## src/rtl/rd_adr_sequencer.sv

```systemverilog
// -----------------------------------------------------------------------------
// rd_adr_sequencer
//
// N-channel read-address sequencer. Each channel raises a strobe when its frame
// buffer is ready. A single shared engine serves one channel at a time. For each
// word it emits a timed RD pulse on the granted channel and holds the word
// address stable on the shared address bus. When all words have been read, a
// one-cycle done pulse (write-reset) goes back to the served channel.
//
// Build option:
//   RR_ARB_EN  defined   -> round-robin arbitration starting after the last grant
//              undefined -> fixed priority, lowest channel index wins
//
// Ports:
//   clk      clock
//   rst      asynchronous active-low reset
//   strobe   per-channel request level, asynchronous to clk
//   rd       one-hot RD pulse on the granted channel
//   rd_adr   current word address, 0 when not busy
//   adr_vld  rd_adr valid (identical to busy)
//   cur_ch   granted channel index, 0 when idle
//   busy     engine is serving a channel
//   done     one-cycle pulse on the channel whose transfer finished
// -----------------------------------------------------------------------------
module rd_adr_sequencer #(
  parameter int N_CH     = 5,
  parameter int N_WORDS  = 18,
  parameter int AW       = 5,
  parameter int SLOT_LEN = 64,
  parameter int RD_START = 40,
  parameter int RD_LEN   = 4,
  parameter int CHW      = (N_CH > 1) ? $clog2(N_CH) : 1
) (
  input  logic            clk,
  input  logic            rst,
  input  logic [N_CH-1:0] strobe,
  output logic [N_CH-1:0] rd,
  output logic [AW-1:0]   rd_adr,
  output logic            adr_vld,
  output logic [CHW-1:0]  cur_ch,
  output logic            busy,
  output logic [N_CH-1:0] done
);

  localparam int SW = $clog2(SLOT_LEN);

  typedef enum logic [1:0] {
    S_IDLE,
    S_SLOT,
    S_NEXT,
    S_DONE
  } state_e;

  state_e          state_q, state_d;
  logic [SW-1:0]   slot_q, slot_d;
  logic [AW-1:0]   word_q, word_d;
  logic [CHW-1:0]  cur_ch_q, cur_ch_d;
  logic            busy_q, busy_d;
  logic [N_CH-1:0] done_q, done_d;
  logic [N_CH-1:0] armed_q, armed_d;
  logic [N_CH-1:0] sync1_q, s_str_q;

  logic [N_CH-1:0] req;
  logic [N_CH-1:0] cur_oh;
  logic [CHW-1:0]  win;
  logic            win_vld;
  logic            rd_win;

`ifdef RR_ARB_EN
  logic [CHW-1:0]  last_q, last_d;
`endif

  // Two-flop synchroniser for the asynchronous strobe levels.
  // NOTE: every clocked block uses non-blocking (<=) assignments so all
  // registers sample pre-edge values and simulation matches the hardware.
  always_ff @(posedge clk or negedge rst) begin
    if (!rst) begin
      sync1_q <= '0;
      s_str_q <= '0;
    end else begin
      sync1_q <= strobe;
      s_str_q <= sync1_q;
    end
  end

  // A channel requests only while armed; arming waits for the strobe to go
  // low so a strobe held high after done cannot start a second transfer.
  assign req = s_str_q & armed_q;

  always_comb begin
    for (int i = 0; i < N_CH; i++) begin
      cur_oh[i] = (cur_ch_q == CHW'(i));
    end
  end

`ifdef RR_ARB_EN
  // Round-robin: lowest requester above the last grant, otherwise wrap to
  // the lowest requester overall.
  always_comb begin
    logic [CHW-1:0] lo;
    logic [CHW-1:0] hi;
    logic           lo_vld;
    logic           hi_vld;
    lo     = '0;
    hi     = '0;
    lo_vld = 1'b0;
    hi_vld = 1'b0;
    for (int i = N_CH - 1; i >= 0; i--) begin
      if (req[i]) begin
        lo     = CHW'(i);
        lo_vld = 1'b1;
        if (CHW'(i) > last_q) begin
          hi     = CHW'(i);
          hi_vld = 1'b1;
        end
      end
    end
    win     = hi_vld ? hi : lo;
    win_vld = lo_vld;
  end
`else
  // Fixed priority: scanning downwards leaves the lowest requester in win.
  always_comb begin
    win     = '0;
    win_vld = 1'b0;
    for (int i = N_CH - 1; i >= 0; i--) begin
      if (req[i]) begin
        win     = CHW'(i);
        win_vld = 1'b1;
      end
    end
  end
`endif

  // RD is high for RD_LEN cycles, from the cycle after slot==RD_START up to
  // and including slot==RD_START+RD_LEN.
  assign rd_win = (state_q == S_SLOT) &&
                  (slot_q >  SW'(RD_START)) &&
                  (slot_q <= SW'(RD_START + RD_LEN));

  always_comb begin
    // NOTE: every signal written here gets its default first, so no path
    // leaves a value unassigned and no latch is inferred.
    state_d  = state_q;
    slot_d   = slot_q;
    word_d   = word_q;
    cur_ch_d = cur_ch_q;
    busy_d   = busy_q;
    done_d   = '0;
    armed_d  = armed_q;
`ifdef RR_ARB_EN
    last_d   = last_q;
`endif

    for (int i = 0; i < N_CH; i++) begin
      if (!s_str_q[i]) armed_d[i] = 1'b1;
    end

    unique case (state_q)
      S_IDLE: begin
        if (win_vld) begin
          cur_ch_d = win;
          busy_d   = 1'b1;
          slot_d   = '0;
          word_d   = '0;
          state_d  = S_SLOT;
`ifdef RR_ARB_EN
          last_d   = win;
`endif
        end
      end
      S_SLOT: begin
        if (slot_q == SW'(SLOT_LEN - 1)) begin
          slot_d  = '0;
          state_d = S_NEXT;
        end else begin
          slot_d = slot_q + SW'(1);
        end
      end
      S_NEXT: begin
        // The address only moves here, where RD is guaranteed low.
        if (word_q == AW'(N_WORDS - 1)) begin
          word_d  = '0;
          busy_d  = 1'b0;
          done_d  = cur_oh;
          armed_d = armed_d & ~cur_oh;
          state_d = S_DONE;
        end else begin
          word_d  = word_q + AW'(1);
          state_d = S_SLOT;
        end
      end
      S_DONE: begin
        // One guard cycle without arbitration between transfers.
        cur_ch_d = '0;
        state_d  = S_IDLE;
      end
      default: state_d = S_IDLE;
    endcase
  end

  always_ff @(posedge clk or negedge rst) begin
    if (!rst) begin
      state_q  <= S_IDLE;
      slot_q   <= '0;
      word_q   <= '0;
      cur_ch_q <= '0;
      busy_q   <= 1'b0;
      done_q   <= '0;
      // NOTE: armed resets to all ones, not zero, so a strobe already high
      // when reset is released is served.
      armed_q  <= '1;
    end else begin
      state_q  <= state_d;
      slot_q   <= slot_d;
      word_q   <= word_d;
      cur_ch_q <= cur_ch_d;
      busy_q   <= busy_d;
      done_q   <= done_d;
      armed_q  <= armed_d;
    end
  end

`ifdef RR_ARB_EN
  always_ff @(posedge clk or negedge rst) begin
    if (!rst) begin
      last_q <= CHW'(N_CH - 1);
    end else begin
      last_q <= last_d;
    end
  end
`endif

  assign rd      = rd_win ? cur_oh : '0;
  assign rd_adr  = word_q;
  assign adr_vld = busy_q;
  assign busy    = busy_q;
  assign cur_ch  = cur_ch_q;
  assign done    = done_q;

endmodule

```

## config.mk

```make
export PLATFORM = sky130hd
export DESIGN_NAME = rd_adr_sequencer
export DESIGN_NICKNAME = d
export VERILOG_FILES = /design/src/rtl/rd_adr_sequencer.sv
export SDC_FILE = /design/constraint.sdc
export NUM_CORES = 1
export LEC_CHECK = 0
export CORE_ASPECT_RATIO = 0.75
export CORE_MARGIN = 2
export CORE_UTILIZATION = 58
export CTS_CLUSTER_SIZE = 12
export DETAILED_ROUTE_END_ITERATION = 6
export DONT_BUFFER_PORTS = 1
export GPL_TIMING_DRIVEN = 0
export PLACE_DENSITY = 0.73
export SLEW_MARGIN = 20
export SYNTH_ARGS = -nofsm -noshare
export SYNTH_HDL_FRONTEND = slang
export SYNTH_SLANG_ARGS = --single-unit
export TNS_END_PERCENT = 1
```

## constraint.sdc

```tcl
create_clock -name clk -period 2.45 [get_ports clk]
set_input_delay 0.49 -clock clk [delete_from_list [all_inputs] [get_ports clk]]
set_output_delay 0.49 -clock clk [all_outputs]
set_load 0.005 [all_outputs]
```

# == Yosys cells after proc, flatten, opt, wreduce, memory -nomap -nowiden ==
# Cells that the tools add are included.
# op_classes
add_sub_neg,2
n_lt_le_gt_ge,2
n_eq_ne,12
mux,35
bitwise,3
n_reduce_logical,12
# ops
cell,n
$mux W5,7
$mux W3,6
$mux W1,12
$mux W6,2
$pmux W6 S2,1
$and A5 B5 Y5,2
$pmux W5 S2,1
$pmux W2 S4,1
$reduce_and A2 Y1,4
$add A6 B1 Y6 const B,1
$eq A3 B2 Y1 const B,2
$eq A6 B6 Y1 const B,1
$gt A6 B6 Y1 const B,1
$le A6 B6 Y1 const B,1
$mux W2,3
$pmux W3 S2,1
$reduce_bool A2 Y1,3
$add A5 B1 Y5 const B,1
$eq A5 B5 Y1 const B,1
$not A5 Y5,1
$eq A2 B2 Y1 const B,2
$ne A2 B2 Y1 const B,2
$eq A3 B1 Y1 const B,1
$eq A3 B3 Y1 const B,1
7 further kinds,8
# totals
reg_bits,37
inputBits,7
wordCells,75

# == Depth between registers and ports, before layout ==
# Gate-level depths: netlist (run 1).
# depth
depth_word,8
depth_mapped,6
depth_no_buf,6

# == Worst setup path after synthesis (run 1) ==
# Ideal clock, no wire load.
# synth_timing
kind,flip-flop to output port
startpoint,register slot_q[0]
endpoint,output port rd[0]
arrival_time_ns,1.244
t_required_ns,1.960
slack_ns,0.716
stages_incl_launch_ff,7
path_buffers,0
path_cell_list,dfrtp_1 inv_1 ha_1 xor2_1 nor2_1 nand4_1 nor4_1
# synth_between
elab_chain_len,4
# synth_lines
element,line_no,rtl
"start, declared",55,"logic [SW-1:0] slot_q, slot_d;"
"start signal, assigned",215,slot_q <= slot_d;
$gt A6 B6 Y1,138,(slot_q > SW'(RD_START)) &&
$logic_and A1 B1 Y1,137,assign rd_win = (state_q == S_SLOT) &&
$logic_and A1 B1 Y1 (*),138,
$mux W5 (*),234,assign rd = rd_win ? cur_oh : '0;
"end, declared",37,"output logic [N_CH-1:0] rd,"
# Every way passes the cells marked *; elsewhere a longest branch is shown, timed or not.

# == Worst setup path after layout (run 1) ==
# Ends and elaborated chain as after synthesis.

==> impl_metrics.json, run 1 <==
{
  "postSynthCellCount": 145,
  "finClkSkew_ns": 0.00554,
  "synth_edf_count": 0,
  "clock.fmax_mhz": 451,
  "num_antenna_cells": 0,
  "r2r_start": "rd_adr[0]$_DFFE_PN0P_",
  "critPathLaunchType": "register",
  "drc": 0,
  "clk_latency_ns": 0.29,
  "gr-total-overflow": 0,
  "clk_pin_slew_ns": 0.07,
  "cts_resized": 0,
  "rsz0062_at_grt": "no",
  "status": "finished, final reports clean",
  "yosysWarningCount": 0,
  "synth_cell_types": 38,
  "synthArstFlopShare": 1.00,
  "tightest_slew_ns": 0.453,
  "final_area_sq_um": 1780,
  "antenna_found_initial": 0,
  "r2r_cells": 5,
  "synth_top_area_share": 0.493,
  "areaGrowthSynthToFinish_pct": 9.55,
  "wl_per_cell_um": 16.1,
  "path_max_fanout": 5,
  "io-pin-count": 27,
  "synthTopCellsByArea": "dfrtp_1 49%, dfstp_2 8.1%, a21oi_1 4.0%",
  "worstHoldPathType": "in -> async",
  "chipWidth_um": 65.1,
  "grt_pass1_wl_um": 5300,
  "worstSetupStartpoint": "slot_q[0]$_DFFE_PN0P_",
  "vias": 1125,
  "synthFlopType": "dfrtp_1",
  "syn_area_sq_um": 1620,
  "clock-sinks": 37,
  "track_usage": 0.224,
  "drive_above_1_share": 0.143,
  "n_fill_cell": 207,
  "post-cts-setup-buffers": 0,
  "final_cell_mix": "32 x dfrtp_1, 13 x a21oi_1, 11 x inv_1, 11 x nor2_1, 11 x nand2_1",
  "dpl.hpwl_um": 2120,
  "ctsHtreeMaxLevel": 2,
  "ant_nets": 0,
  "final_max_slew_viol_count": 0,
  "grt_max_degree": 33,
  "place_area_sq_um": 1670,
  "fin_crit_sh": 0.906,
  "cap_violations": 0,
  "grt_pass1_vias": 1096,
  "setup_tns_ns": 0,
  "ys_ff_latch": 37,
  "initial_core_util": 0.615,
  "ir_worst_vdd_mv": 0.437,
  "worstPathArrival_ns": 1.73,
  "dieArea_sq_um": 3240,
  "dr.pass1.iters": 6,
  "crit_end": "rd[0]",
  "power_density_nw_per_um2": 898,
  "p_leak_nw": 0.827,
  "syn-num-nets": 156,
  "clock_path_buffers": 2,
  "hold_viol_final": 0,
  "core_area_sq_um": 2640,
  "port_buffers": 0,
  "min_period_ns": 2.22,
  "wirelength_um": 3060,
  "synth.yosys.seq_area_share": 0.574,
  "routed_via_density": 5.92,
  "place_congestion": 0.841,
  "mostFrequentLayoutCell": "dfrtp_1",
  "syn_avg_cell_area_sq_um": 11.2,
  "path_class": "reg -> out",
  "chipHeight_um": 49.8,
  "reg2reg_slack_ns": 0.79,
  "setup_viol": 0,
  "synth_top_area_cell": "dfrtp_1",
  "numCtsBuffers": 5,
  "hold_buffers": 1,
  "maxSlewHeadroom": 0.698,
  "final_nets": 164,
  "drt_iter0_markers": 75,
  "ctsRootBufferMaster": "clkbuf_8",
  "rows": 16,
  "required_ns": 1.96,
  "cp-end-kind": "output pin",
  "worst_r2r_endpoint": "rd_adr[3]$_DFFE_PN0P_",
  "cts_tree": "built"
}
[layer usage]
| layer | track usage | part of all wire | vias up |
|---|---|---|---|
| met1 | 0.313 | 0.48 | 564 |
| met2 | 0.333 | 0.46 | 25 |
| met5 | 0 | 0 | - |
| met3 | 0.0662 | 0.042 | 5 |
| li1 | - | - | 531 |
| met4 | 0.0868 | 0.013 | 0 |
[power by group]
part / internal [mW] / switching (mW)
Combinational: 0.160 / 0.199
Clock: 0.229 / 0.199
Sequential: 0.695 / 0.115
[cell usage after synthesis (all sizes together), types with 3 or more instances]
library cell,n
ha,4
a21oi,13
inv,11
nand3,5
dfrtp,32
nor3b,3
nor2,11
or3,4
nand2,11
o21ai,10
dfstp,5
buf,3
a21o,3
[final cells by class]
cell class,instances,area [sq um],share of cell area
flip-flops and latches,37,932,0.524
multi-input cells,94,627,0.352
clock buffers,8,90.1,0.0506
well taps,36,45.0,0.0253
inverters,11,41.3,0.0232
plain buffers,3,23.8,0.0134
repair buffers,1,20.0,0.0113
[worst min path at each step]
stage	to	slack, ns	depth (start not counted)
after floorplan	adr_vld$_DFFE_PN0P_	0.19	0
after global placement	sync1_q[3]$_DFF_PN0_	0.19	0
after detailed placement	s_str_q[1]$_DFF_PN0_	0.19	0
after CTS	sync1_q[0]$_DFF_PN0_	0.02	1
after global routing	armed_q[4]$_DFF_PN1_	0.02	0
final	sync1_q[0]$_DFF_PN0_	0.02	1
[sequential cells by signal, summed over array words and instances (netlist names)]
signal,count
sync1_q,5
s_str_q,5
done,5
cur_ch,3
adr_vld,1
armed_q,5
state_q,2
rd_adr,5
slot_q,6
[critical path, cell delays in order, from the launching register on]
cell     delay [ns]
dfrtp_1        0.41
inv_1          0.06
ha_1           0.20
xor2_1         0.15
nor2_1         0.09
nand4_1        0.20
nor4_1         0.33
[per-stage QoR]
step                      total power, mW  instances  setup WS, ns  hold slack [ns]   util
after floorplan                      1.08        145         0.716            0.194      -
after global placement               1.14        181         0.582            0.195  0.632
after detailed placement             1.17        181         0.540            0.195  0.632
after CTS                            1.61        190         0.214           0.0198  0.673
after global routing                 1.70        190        0.0579           0.0167  0.673
final                                1.60        190         0.231           0.0230  0.673
[cells by family after synthesis]
| kind of cell | after synthesis | share of synthesized area |
|---|---|---|
| simple gates | 48 | 0.179 |
| compound gates | 39 | 0.158 |
| flops | 37 | 0.574 |
| buf+inv | 14 | 0.0401 |
| fa+ha+maj | 4 | 0.0308 |
| mux | 2 | 0.0131 |
| xor+xnor | 1 | 0.00539 |
No activity file was read; power rests on OpenSTA's default activity.
==> run 2, diff against run 1 <==
--- a/config.mk
+++ b/config.mk
@@ -11,7 +11,8 @@
 export CTS_CLUSTER_SIZE = 12
 export DETAILED_ROUTE_END_ITERATION = 6
 export DONT_BUFFER_PORTS = 1
-export GPL_TIMING_DRIVEN = 0
+export GPL_TIMING_DRIVEN = 1
+export HOLD_SLACK_MARGIN = 0.08
 export PLACE_DENSITY = 0.73
 export SLEW_MARGIN = 20
 export SYNTH_ARGS = -nofsm -noshare
==> run 2 against run 1 <==
  * Worst setup slack got worse by 0.017 ns
  * Die area did not move
  * Final area up 0.70%
  * Critical path type unchanged
  * Largest power group unchanged
  * Highest routed layer unchanged
==> impl_metrics.json, run 2 (synthesis gave the netlist of run 1 again) <==
{
  "status": "finished, final reports clean",
  "whs_ns": 0.224,
  "rsz0062_at_grt": "no",
  "place_congestion": 0.810,
  "n_fill_cell": 211,
  "wirelength_um": 2980,
  "grt_pass1_wl_um": 5350,
  "track_usage": 0.224,
  "mostFrequentLayoutCell": "dfrtp_1",
  "path_max_fanout": 5,
  "clock_path_buffers": 2,
  "drc": 0,
  "gr-total-overflow": 0,
  "setup_tns_ns": 0,
  "critPathLaunchType": "register",
  "areaGrowthSynthToFinish_pct": 10.3,
  "worstHoldPathType": "in -> reg",
  "final_max_slew_viol_count": 0,
  "hold_viol_final": 0,
  "dpl.hpwl_um": 2080,
  "ir_worst_vdd_mv": 0.451,
  "routed_via_density": 5.96,
  "clock.fmax_mhz": 447,
  "chipHeight_um": 49.8,
  "cts_tree": "built",
  "io-pin-count": 27,
  "port_buffers": 0,
  "core_area_sq_um": 2640,
  "clk_latency_ns": 0.29,
  "maxSlewHeadroom": 0.640,
  "tightest_slew_ns": 0.541,
  "chipWidth_um": 65.1,
  "final_nets": 162,
  "finClkSkew_ns": 0.00656,
  "power_density_nw_per_um2": 953,
  "p_leak_nw": 0.831,
  "vias": 1121,
  "min_period_ns": 2.24,
  "numCtsBuffers": 5,
  "largest_reg_flops": 6,
  "ctsHtreeMaxLevel": 2,
  "ant_nets": 0,
  "path_class": "reg -> out",
  "post-cts-setup-buffers": 0,
  "setup_viol": 0,
  "cp-end-kind": "output pin",
  "initial_core_util": 0.615,
  "detailedPlace.worstSlack_ns": 0.539,
  "antenna_found_initial": 0,
  "worstPathArrival_ns": 1.75,
  "drt_iter0_markers": 83,
  "grt_max_degree": 38,
  "dieArea_sq_um": 3240,
  "dr.pass1.iters": 4,
  "top_register": "slot_q",
  "layout_setup_ws_ns": 0.214,
  "num_antenna_cells": 0,
  "wl_per_cell_um": 15.9,
  "cap_violations": 0,
  "drive_above_1_share": 0.132,
  "rows": 16,
  "grt_pass1_vias": 1072,
  "required_ns": 1.96,
  "ctsRootBufferMaster": "clkbuf_8",
  "clk_pin_slew_ns": 0.07,
  "final_cell_mix": "32 x dfrtp_1, 13 x a21oi_1, 11 x inv_1, 11 x nor2_1, 11 x nand2_1",
  "clock-sinks": 37,
  "fin_crit_sh": 0.913
}
## run 2: path summary, 6_finish.rpt
check                                      start               endpoint  slack, ns  cells after the start
max                        slot_q[0]$_DFFE_PN0P_                  rd[0]       0.21                      6
min                                    strobe[3]   sync1_q[3]$_DFF_PN0_       0.22                      0
max reg2reg                 armed_q[2]$_DFF_PN1_  cur_ch[0]$_DFFE_PN0P_       0.75                      3
min reg2reg                 sync1_q[2]$_DFF_PN0_   s_str_q[2]$_DFF_PN0_       0.35                      0
max in group asynchronous                    rst   armed_q[4]$_DFF_PN1_       1.55                      2
min in group asynchronous                    rst   sync1_q[1]$_DFF_PN0_       0.65                      2
## run 2: power by group
part | internal (mW) | total (mW) | switching, mW
logic | 0.154 | 0.344 | 0.190
registers | 0.694 | 0.828 | 0.134
clock network | 0.332 | 0.536 | 0.205
total | 1.18 | 1.71 | 0.528
## run 2: layer usage
metal	up-vias	wire, um	GRT usage
met5	-	0	0
met4	0	44	0.0764
met3	8	199	0.0822
met2	37	1310	0.301
met1	552	1430	0.335
li1	524	-	-
## run 2: cell type report
| class | instances | area (sq um) | area share |
|---|---|---|---|
| flip-flops and latches | 37 | 932 | 0.520 |
| inverters | 11 | 41.3 | 0.0230 |
| well taps | 36 | 45.0 | 0.0251 |
| clock inverters | 1 | 30.0 | 0.0168 |
| clock buffers | 7 | 86.3 | 0.0482 |
| multi-input cells | 94 | 627 | 0.350 |
| repair buffers | 2 | 30.0 | 0.0168 |
## run 2: critical path, cell delays in order (launching register included)
cell,delay (ns)
dfrtp_1,0.41
inv_1,0.07
ha_1,0.21
xor2_1,0.14
nor2_1,0.09
nand4_1,0.20
nor4_1,0.34
## run 2: per-stage QoR
step	std cells	power, mW	utilization	cell area, sq um
2_1_floorplan	145	1.08	-	1620
3_3_place_gp	178	1.14	0.623	1650
3_5_place_dp	178	1.17	0.623	1650
4_1_cts	188	1.72	0.678	1790
5_1_grt	188	1.82	0.678	1790
6_report	188	1.71	0.678	1790
## run 2: timing repair
item | CTS | global route
resized for setup | 0 | 0
hold buffers | 2 | 0
hold endpoints to repair | 37 | 0
